File: config.mk
export PLATFORM = sky130hd
export DESIGN_NAME = dmem_port_arbiter
export DESIGN_NICKNAME = d
export VERILOG_FILES = /design/src/rtl/dmem_port_arbiter_pkg.sv /design/src/rtl/dmem_port_arbiter.sv
export SDC_FILE = /design/constraint.sdc
export NUM_CORES = 1
export LEC_CHECK = 0
export ABC_AREA = 0
export ABC_CLOCK_PERIOD_IN_PS = 1300
export CORE_MARGIN = 8
export CORE_UTILIZATION = 30
export CTS_CLUSTER_SIZE = 25
export DETAILED_ROUTE_END_ITERATION = 6
export GPL_TIMING_DRIVEN = 0
export PLACE_DENSITY = 0.78
export SETUP_SLACK_MARGIN = 0.5
export SYNTH_ARGS = -nofsm -noshare
export SYNTH_HDL_FRONTEND = slang
export SYNTH_SLANG_ARGS = --single-unit
File: constraint.sdc
create_clock -name clk -period 1.3 [get_ports clk]
set_input_delay 0.13 -clock clk [delete_from_list [all_inputs] [get_ports clk]]
set_output_delay 0.13 -clock clk [all_outputs]
set_load 0.02 [all_outputs]
File: src/rtl/dmem_port_arbiter_pkg.sv
// dmem_port_arbiter_pkg
//   Shared definitions for the data-memory port arbiter and the data memory:
//   the arbiter FSM state encoding and the default data/address widths.
package dmem_port_arbiter_pkg;

  // Default geometry of the data memory. The arbiter uses these values as
  // its parameter defaults.
  localparam int DMEM_DATA_WIDTH = 32;
  localparam int DMEM_ADDR_WIDTH = 10;

  // Arbiter FSM state encoding.
  // ARB_IDLE   : normal operation; pass-through or first half of a conflict.
  // ARB_SECOND : second half of a conflict; lane 2 owns the port.
  typedef enum logic {
    ARB_IDLE   = 1'b0,
    ARB_SECOND = 1'b1
  } arbState_t;

endpackage : dmem_port_arbiter_pkg

File: src/rtl/dmem_port_arbiter.sv
// dmem_port_arbiter
//   Shares the single data-memory port between the two MEM-stage lanes of the
//   dual-issue pipeline. A lone access passes straight through. When both
//   lanes access memory in the same cycle, lane 1 goes first while stallMem
//   freezes the pipeline for one cycle; lane 2 goes in the following cycle,
//   and lane 1's load data is replayed from a holding register so both
//   results reach MEM/WB together.
//
// Configuration macro:
//   DMEM_ARB_LOAD_MERGE_EN - when defined, two loads to the same address in
//   the same cycle are served by a single access, with no stall.
//
// Ports:
//   clk, reset                   rising-edge clock, synchronous active-high reset
//   memRead1/2, memWrite1/2      per-lane load/store requests
//   addr1/2, writeData1/2        per-lane word address and store data
//   killMem2                     lane 2 MEM instruction squashed
//   dmemReadData                 memory read data (combinational from dmemAddr)
//   dmemAddr, dmemWriteData      memory address and store data
//   dmemWE                       memory write enable (committed at clk edge)
//   readData1/2                  load results to the MEM/WB register
//   stallMem                     freeze PC..EX/MEM for this cycle
module dmem_port_arbiter
  import dmem_port_arbiter_pkg::*;
#(
  parameter int DATA_WIDTH = DMEM_DATA_WIDTH,
  parameter int ADDR_WIDTH = DMEM_ADDR_WIDTH
) (
  input  logic                  clk,
  input  logic                  reset,
  input  logic                  memRead1,
  input  logic                  memWrite1,
  input  logic [ADDR_WIDTH-1:0] addr1,
  input  logic [DATA_WIDTH-1:0] writeData1,
  input  logic                  memRead2,
  input  logic                  memWrite2,
  input  logic [ADDR_WIDTH-1:0] addr2,
  input  logic [DATA_WIDTH-1:0] writeData2,
  input  logic                  killMem2,
  input  logic [DATA_WIDTH-1:0] dmemReadData,
  output logic [ADDR_WIDTH-1:0] dmemAddr,
  output logic [DATA_WIDTH-1:0] dmemWriteData,
  output logic                  dmemWE,
  output logic [DATA_WIDTH-1:0] readData1,
  output logic [DATA_WIDTH-1:0] readData2,
  output logic                  stallMem
);

  arbState_t             stateReg;
  arbState_t             stateNext;
  logic [DATA_WIDTH-1:0] hold1Reg;
  logic [DATA_WIDTH-1:0] hold1Next;

  logic req1;
  logic req2;
  logic mergeHit;
  logic conflict;

  assign req1 = memRead1 | memWrite1;
  assign req2 = (memRead2 | memWrite2) & ~killMem2;

`ifdef DMEM_ARB_LOAD_MERGE_EN
  // Two pure loads of the same word need only one access: lane 1 drives the
  // port and both lanes see the same read data.
  assign mergeHit = memRead1 & memRead2 & ~memWrite1 & ~memWrite2 &
                    ~killMem2 & (addr1 == addr2);
`else
  assign mergeHit = 1'b0;
`endif

  assign conflict = req1 & req2 & ~mergeHit;

  // State and holding register.
  always_ff @(posedge clk) begin
    if (reset) begin
      stateReg <= ARB_IDLE;
      hold1Reg <= '0;
    end else begin
      stateReg <= stateNext;
      hold1Reg <= hold1Next;
    end
  end

  // Next-state logic and port muxing.
  always_comb begin
    stateNext     = stateReg;
    hold1Next     = hold1Reg;
    dmemAddr      = addr1;
    dmemWriteData = writeData1;
    dmemWE        = 1'b0;
    readData1     = dmemReadData;
    readData2     = dmemReadData;
    stallMem      = 1'b0;

    unique case (stateReg)
      ARB_IDLE: begin
        if (req1) begin
          // Lane 1 owns the port whenever it requests, including the first
          // half of a conflict and a merged double load.
          dmemAddr      = addr1;
          dmemWriteData = writeData1;
          dmemWE        = memWrite1;
          if (conflict) begin
            stallMem  = 1'b1;
            hold1Next = dmemReadData;
            stateNext = ARB_SECOND;
          end
        end else if (req2) begin
          dmemAddr      = addr2;
          dmemWriteData = writeData2;
          dmemWE        = memWrite2;
        end
      end

      ARB_SECOND: begin
        // Lane inputs are frozen by the stall, so the live lane 2 inputs are
        // the ones that caused the conflict. A late kill drops the access.
        dmemAddr      = addr2;
        dmemWriteData = writeData2;
        dmemWE        = memWrite2 & req2;
        readData1     = hold1Reg;
        stateNext     = ARB_IDLE;
      end

      default: begin
        stateNext = ARB_IDLE;
      end
    endcase
  end

endmodule : dmem_port_arbiter

======== After elaboration in Yosys (flattened, before gate mapping) ========
Cells that the tools add are included.
W data, S select, Z words.
storage, ports and cells
  register bits ........................... 33
  memories ................................ 0
  input port bits ......................... 123
  RAM bits ................................ 0
  bits in latches ......................... 0
  ROM bits ................................ 0
cells by class
  reduce and logical (&&, ||, !) cells .... 1
  multiplexer cells ....................... 14
  bitwise gates (word level) .............. 7
  divide/modulo/power cells ............... 0
  equal/unequal tests ..................... 0
  shift operators ......................... 0
  add/sub/neg operators ................... 0
  multiply operators ...................... 0
  $lt $le $gt $ge ......................... 0
operators with widths
  operator           count
  $mux W32           3
  $pmux W32 S2       1
  $mux W10           2
  $pmux W10 S2       1
  $mux W1            5
  $pmux W1 S2        2
  $and A1 B1 Y1      3
  $reduce_and A3 Y1  1
  $not A1 Y1         2
  $or A1 B1 Y1       2

======== Depth between registers and ports, before layout ========
Gate-level depths: netlist (run 1).
  word-level depth ........................ 6
  depth in mapped cells ................... 6
  mapped depth without buffers ............ 3

======== Worst setup path before layout (run 1) ========
No wires, ideal clock.
  path type ............................... flip-flop to output port
  start point ............................. register stateReg
  end point ............................... output port dmemAddr[0]
  required time ........................... 1.170 ns
  stages on the path, launching flop included .. 7
  path slack .............................. -0.108 ns
  arrival ................................. 1.278 ns
  path buffers ............................ 3
  cell sequence ........................... dfxtp_1 > buf_2 > inv_1 > o31a_1 > buf_6 > buf_12 > mux2_4
between the ends
  word-level cells in the longest chain between the ends .. 2
RTL lines
  item                    RTL line                 source
  from (decl)             dmem_port_arbiter.sv:49  arbState_t stateReg;
  from (signal assigned)  dmem_port_arbiter.sv:79  stateReg <= stateNext;
  $not A1 Y1              -
  $pmux W10 S2 *          dmem_port_arbiter.sv:95  unique case (stateReg)
  to (decl)               dmem_port_arbiter.sv:41  output logic [ADDR_WIDTH-1:0] dmemAddr,
Every way passes the cells marked *; elsewhere a longest branch is shown, timed or not.

======== Worst setup path in the final report (run 1) ========
  start point ............................. register stateReg
  end point ............................... output port dmemWriteData[8]
between the ends
  word-level cells in the longest chain between the ends .. 2
RTL lines
  item            RTL line                 source
  $not A1 Y1      -
  $pmux W32 S2 *  dmem_port_arbiter.sv:95
  to (decl)       dmem_port_arbiter.sv:42  output logic [DATA_WIDTH-1:0] dmemWriteData,
Marked as above.

==> results.md, run 1 <==
- Count of final setup violators: 108
- Proportion of layout cells with a drive suffix above 1: 51.0%
- Number of hold buffers added after CTS: 0
- DR DRC count: 0
- Total routing resource utilization after global routing: 17.3%
- Type of the setup path with the least slack: reg -> out
- Crit share post-route: 138%
- Leakage power of the design: 2.71 nW
- Largest stage delay on the critical path: 330 ps
- Worst setup startpoint: stateReg
- Power share of the combinational group: 53.4%
- Share of power burned in registers: 26.4%
- Switching portion of total power: 30.5%
- Effective utilization at floorplan: 30.9%
- Cell area reported after detailed placement: roughly 5300 um^2
- Slew at the pin with the worst max-slew slack: 421 ps
- Via count of the routed design: 2847
- Post-Synthesis Net Count: approximately 390
- Clock tree from TritonCTS: yes
- Die ar.: 12800 um^2
- Clock share of power: around a fifth
- Data arrival at the endpoint of the critical path: 1670 ps
- Tmin final: 1800 ps
- CTS H-Tree Depth: 2
- Net Switching: 1.28 mW
- Crit. End Element: output port
- Number of detailed-routing iterations run before antenna repair: 4
- Yosys Warn Count: 0
- GP Congestion: 0.945
- Max VDD drop: 0.000534 V
- Antenna-violating nets left: 0
- Endpoint required time on the critical path: 1170 ps
- Minimum setup slack among reg-to-reg paths: -380 ps
- Synthesis-stage register bit count: 33
- Hold Path Class: in -> reg
- Placed wire-length estimate after detailed placement: 9730 um
- Cell area after layout: 5910 um^2
- Final worst slack: -495 ps
- Worst-case clock skew: 4.71 ps
- Violations in the final reports: setup timing
- Mapped cell area: 2840 um^2
- Setup repair after global routing missed its margin: true
- CP cell instances: buf_8 > inv_4 > o31a_1 > buf_6 > buf_12 > mux2_4 > buf_6
- Biggest fanout along the worst timing path: 10
- Via count of the first global-routing pass: ~3000
- Wire length per cell after detailed routing: 18.7 um
- Layout Area Growth over Synthesis: 108%
- Maximum number of pins on one net before global-route repair: 11
- Worst Setup Start Kind: flip-flop
- Max-slew violation count: 0
- Most numerous cell on the critical path: buf_6
- Vertical die dimension: 113 um
- Average cell area after synthesis: about 11 um^2
- Hold violation count in the final report: 0
- Clock tree buffer depth: 2
- PwrDens: 708 nW/um^2
- Core area: 9200 um^2
- Slowest stage cell on the critical path: dfxtp_2
- Wire length of the first global-routing pass: roughly 18000 um
- Vias per Instance: 4.46
- Max-Cap Viols: 0
- Final wirelength: 11900 um
- Reg-to-reg critical path startpoint: stateReg
- Internal Pwr Total: just under 3 mW
- Worst slew margin: 71.9%
- Worst-Skew Late Latency: approximately 280 ps
- Cell row count: 35
- Sequential-to-total area share from yosys stat: roughly a quarter
- Root Buffer Master: clkbuf_8
- Clock Sink Count: 33
- Hold Path Origin: dmemReadData[25]
- Horiz. Die Dim: about 110 um
- Grt ovf: 0
- Number of distinct library cell variants in the gate-level netlist after synthesis: 18
- Number of clock buffers inserted by TritonCTS: 5
- Number of DRC markers after the initial detailed-route iteration: 91
- Port Buffer Count: 229
- Antenna violations before repair: 1
- Io pins: approximately 230
- Synthesized instance count: approximately 260
- Total chip power: 4.18 mW
- CTS clk-pin slew, worst paths: 70 ps
- Post-layout nets: 649
- F_max: 557 MHz
- Status: complete, but fails checks
[worst paths after layout]
path                      end  cells past startpoint
max          dmemWriteData[8]                      7
min              hold1Reg[25]                      3
min reg2reg      hold1Reg[10]                      2
max reg2reg      hold1Reg[31]                      9
[layer usage]
layer	GRT usage [%]	vias to the layer above	wire (um)
li1	-	1391	-
met1	17.0	1326	4300
met2	33.8	122	6440
met3	6.50	8	1110
met4	3.29	0	89
met5	0	-	0
[per-stage QoR]
stage / setup slack (ps) / hold WS (ps) / TNS (ps) / std cells / util (%)
final: -495 / 146 / -43150 / 639 / 64.3
after global routing: -553 / 151 / -49010 / 639 / 64.3
after CTS: -518 / 237 / -36600 / 629 / 60.8
after detailed placement: -1040 / 459 / -75140 / 603 / 57.5
after global placement: -1030 / 454 / -73050 / 603 / 57.5
after floorplan: -52.0 / 285 / -2080 / 263 / -
[Yosys cell counts]
library cell,count,share of area [%]
inv_1,2,0.26
buf_4,35,9.3
dfxtp_1,33,23
o21bai_4,1,0.66
nor2_1,1,0.13
nand2b_1,64,14
nor4_1,1,0.22
o31a_1,1,0.31
buf_6,1,0.40
buf_2,4,0.70
mux2_2,34,13
clkbuf_1,7,0.93
mux2i_1,32,11
nor3_4,1,0.57
buf_12,4,2.8
a32o_1,1,0.35
nand2_1,1,0.13
mux2_4,40,21
[sequential cells by signal, indices dropped and copies added, names as in the netlist]
signal,cells
stateReg,1
hold1Reg,32
[logic make-up (layout without fill, tap and decap cells)]
group / after synthesis / count (layout) / synth area share (%)
buffers and inverters: 53 / 317 / 14.4
and+or+nand+nor: 68 / 68 / 15.2
DFF: 33 / 33 / 23.3
muxes: 106 / 106 / 45.9
AOI/OAI and AO/OA: 3 / 3 / 1.32
other: 0 / 1 / 0
[power groups by stage]
stage          clock network [mW]  registers (mW)  logic [mW]
4_1_cts                     0.876            1.10        2.09
2_1_floorplan                   0            1.12        1.02
5_1_grt                     0.926            1.11        2.34
6_report                    0.849            1.10        2.23
3_3_place_gp                    0            1.12        1.98
3_5_place_dp                    0            1.12        2.00
[critical path: cells and delay by family, from the launching register on]
family / cells / cell delay [ps]
mux: 1 / 320
compound gates: 1 / 130
buf+inv: 5 / 600
flops: 1 / 330
[final cells by class]
type	instances	area (um^2)
Inverter	2	10.0
Multi-Input combinational cell	177	1830
Fill cell	738	3280
Antenna cell	1	2.50
Clock inverter	1	5.00
Sequential cell	33	662
Buffer	51	479
Tap cell	111	139
Timing Repair Buffer	256	2690
Clock buffer	7	96.3
[timing repair]
action / in CTS / in global routing
gates resized for setup: 567 / 161
setup endpoints to repair: 141 / 128
buffers inserted: 14 / 7
pin swaps: 3 / 1
gates cloned: 4 / 2
[layout by cell type, fill, tap and decap left out]
master	instances
a32o_2	1
buf_12	13
buf_16	4
buf_2	5
buf_4	67
buf_6	84
buf_8	3
clkbuf_1	7
clkbuf_16	2
clkbuf_2	2
clkbuf_8	7
clkdlybuf4s15_1	30
clkdlybuf4s50_1	86
clkinv_2	1
dfxtp_1	32
dfxtp_2	1
diode_2	1
dlygate4sd2_1	4
inv_1	1
inv_4	1
mux2_2	24
mux2_4	50
mux2i_1	32
nand2_2	1
nand2b_1	64
nor2_1	1
nor3_4	1
nor4_4	1
o21bai_4	1
o31a_1	1
Note: power is estimated with default switching activity, not from simulation.
==> inputs of run 2 (changes only) <==
--- a/config.mk
+++ b/config.mk
@@ -6,13 +6,12 @@
 export NUM_CORES = 1
 export LEC_CHECK = 0
 export ABC_AREA = 0
-export ABC_CLOCK_PERIOD_IN_PS = 1300
 export CORE_MARGIN = 8
 export CORE_UTILIZATION = 30
 export CTS_CLUSTER_SIZE = 25
 export DETAILED_ROUTE_END_ITERATION = 6
 export GPL_TIMING_DRIVEN = 0
-export PLACE_DENSITY = 0.78
+export PLACE_DENSITY = 0.88
 export SETUP_SLACK_MARGIN = 0.5
 export SYNTH_ARGS = -nofsm -noshare
 export SYNTH_HDL_FRONTEND = slang
==> run 2 against run 1 <==
  * The run still ends with setup timing left
  * Sequential share of layout area rose by 0.15 points
  * Sequential power about the same
  * Clock power grew 2%
  * Power is 0.42% lower
  * Utilization decreased by 0.84 points
  * Worst hold slack got worse by 3.8 ps
  * Critical path depth did not move
  * Setup slack hardly changed
  * Via count up 3.0%
  * Critical endpoint is now dmemWriteData[4]
  * Highest routed layer unchanged
==> results.md, run 2 (synthesis gave the netlist of run 1 again) <==
- Status: complete, but fails checks
- Violations in the final reports: setup timing
- Count of final setup violators: 109
- Core area: 9200 um^2
- PwrDens: 714 nW/um^2
- Worst Setup Start Kind: flip-flop
- Antenna violations before repair: 0
- Leakage power of the design: 2.68 nW
- Setup repair after global routing missed its margin: true
- Slew at the pin with the worst max-slew slack: 464 ps
- Horiz. Die Dim: 113 um
- DR DRC count: 0
- Crit. End Element: output port
- CTS clk-pin slew, worst paths: 70 ps
- Maximum number of pins on one net before global-route repair: 11
- Tmin final: 1790 ps
- Vertical die dimension: 113 um
- Final wirelength: 12500 um
- Number of hold buffers added after CTS: 0
- Via count of the routed design: ~2900
- GP Congestion: 0.892
- Number of detailed-routing iterations run before antenna repair: 4
- Vias per Instance: 4.57
- Clock Sink Count: 33
- Root Buffer Master: clkbuf_8
- Most frequent standard cell in the layout excluding fill and tap cells: clkdlybuf4s50_1
- Post-layout nets: 652
- Clock tree from TritonCTS: yes
- F_max: 557 MHz
- Number of clock buffers inserted by TritonCTS: 5
- Worst slew margin: 69.1%
- Antenna diode count: 0
- Max-Cap Viols: 0
- Via count of the first global-routing pass: 3197
- Total routing resource utilization after global routing: between 10% and 20%
- Top Registers: hold1Reg x32, stateReg x1
- Final worst slack: -495 ps
- Hold violation count in the final report: 0
- Max FFs per register: 32
- Type of the setup path with the least slack: reg -> out
- Endpoint required time on the critical path: 1170 ps
- Biggest fanout along the worst timing path: 10
- Worst hold slack after final layout: 143 ps
- Antenna-violating nets left: 0
- Hold Path Class: in -> reg
- Final setup TNS: -39380 ps
- Crit share post-route: 138%
- CTS H-Tree Depth: 2
- Final core utilization: 63.5%
- Max VDD drop: 0.000394 V
- Cell row count: 35
- Wire length of the first global-routing pass: between 15000 and 20000 um
- Largest Register: hold1Reg
- Placement Setup Slack: -1030 ps
- Wire length per cell after detailed routing: 19.5 um
- Placed wire-length estimate after detailed placement: 10100 um
- Worst-Skew Late Latency: approximately 280 ps
- Worst-case clock skew: between 3 and 4 ps
- Clock tree buffer depth: 2
- Proportion of layout cells with a drive suffix above 1: between 40% and 50%
- Minimum setup slack among reg-to-reg paths: -250 ps
- Number of DRC markers after the initial detailed-route iteration: 101
- Data arrival at the endpoint of the critical path: 1660 ps
- Layout Area Growth over Synthesis: 106%
- Io pins: 231
- Most used cells in the layout excluding fill and tap cells: 85 x clkdlybuf4s50_1, 76 x buf_6, 76 x buf_4
- Grt ovf: 0
- Die ar.: between 10000 and 15000 um^2
- Port Buffer Count: 229
- Effective utilization at floorplan: 30.9%
- Max-slew violation count: 0
run 2: cell types whose count changed in the layout (fill, tap and decap cells not counted), moves of 2 or more:
cell	previous run	this run
buf_4	67	76
buf_6	84	76
clkdlybuf4s15_1	30	27
buf_12	13	11
buf_2	5	2
mux2_2	24	29
mux2_4	50	45
clkdlybuf4s15_2	0	3
dlygate4sd2_1	4	15
run 2: power breakdown:
| group | switching [mW] | internal (mW) |
|---|---|---|
| logic | 0.879 | 1.32 |
| clock network | 0.387 | 0.479 |
| registers | 0.0312 | 1.07 |
| total | 1.30 | 2.87 |
run 2: worst max-delay path: stages, from the launching register on:
cell and delay [ps]:
dfxtp_2 320, buf_6 120, inv_4 40, o31a_1 140
buf_6 160, buf_12 150, mux2_4 310, buf_6 130
run 2: repair_timing:
item                       in CTS  in global routing
pin swaps                       3                  1
setup buffers                  17                  9
cloned                          3                  1
gates resized for setup       569                105
setup endpoints to repair     141                123
run 2: final cells by class:
type	instances	area, um^2
plain buffers	51	468
fillers	742	3360
clock inverters	1	5.00
inverters	2	10.0
flip-flops and latches	33	662
clock buffers	7	96.3
multi-input cells	177	1810
well taps	111	139
repair buffers	259	2650
run 2: path summary, 6_finish.rpt:
| check | start | end | depth (start not counted) |
|---|---|---|---|
| setup / recovery | stateReg | dmemWriteData[4] | 7 |
| setup reg to reg | stateReg | hold1Reg[16] | 8 |
| hold / removal | dmemReadData[27] | hold1Reg[27] | 3 |
| hold reg to reg | hold1Reg[0] | hold1Reg[0] | 2 |
run 2: through the flow:
step	cells	total power, mW	cell area [um^2]
4_1_cts	631	4.07	5570
3_3_place_gp	603	3.09	5290
2_1_floorplan	263	2.13	2860
3_5_place_dp	603	3.13	5290
6_report	641	4.17	5840
5_1_grt	641	4.35	5840
run 2: metal layers:
metal / wire [um] / global-route usage, %
met2: 6800 / 35.6
met1: 4420 / 17.3
met4: 187 / 4.09
met3: 1070 / 6.44
met5: 0 / 0
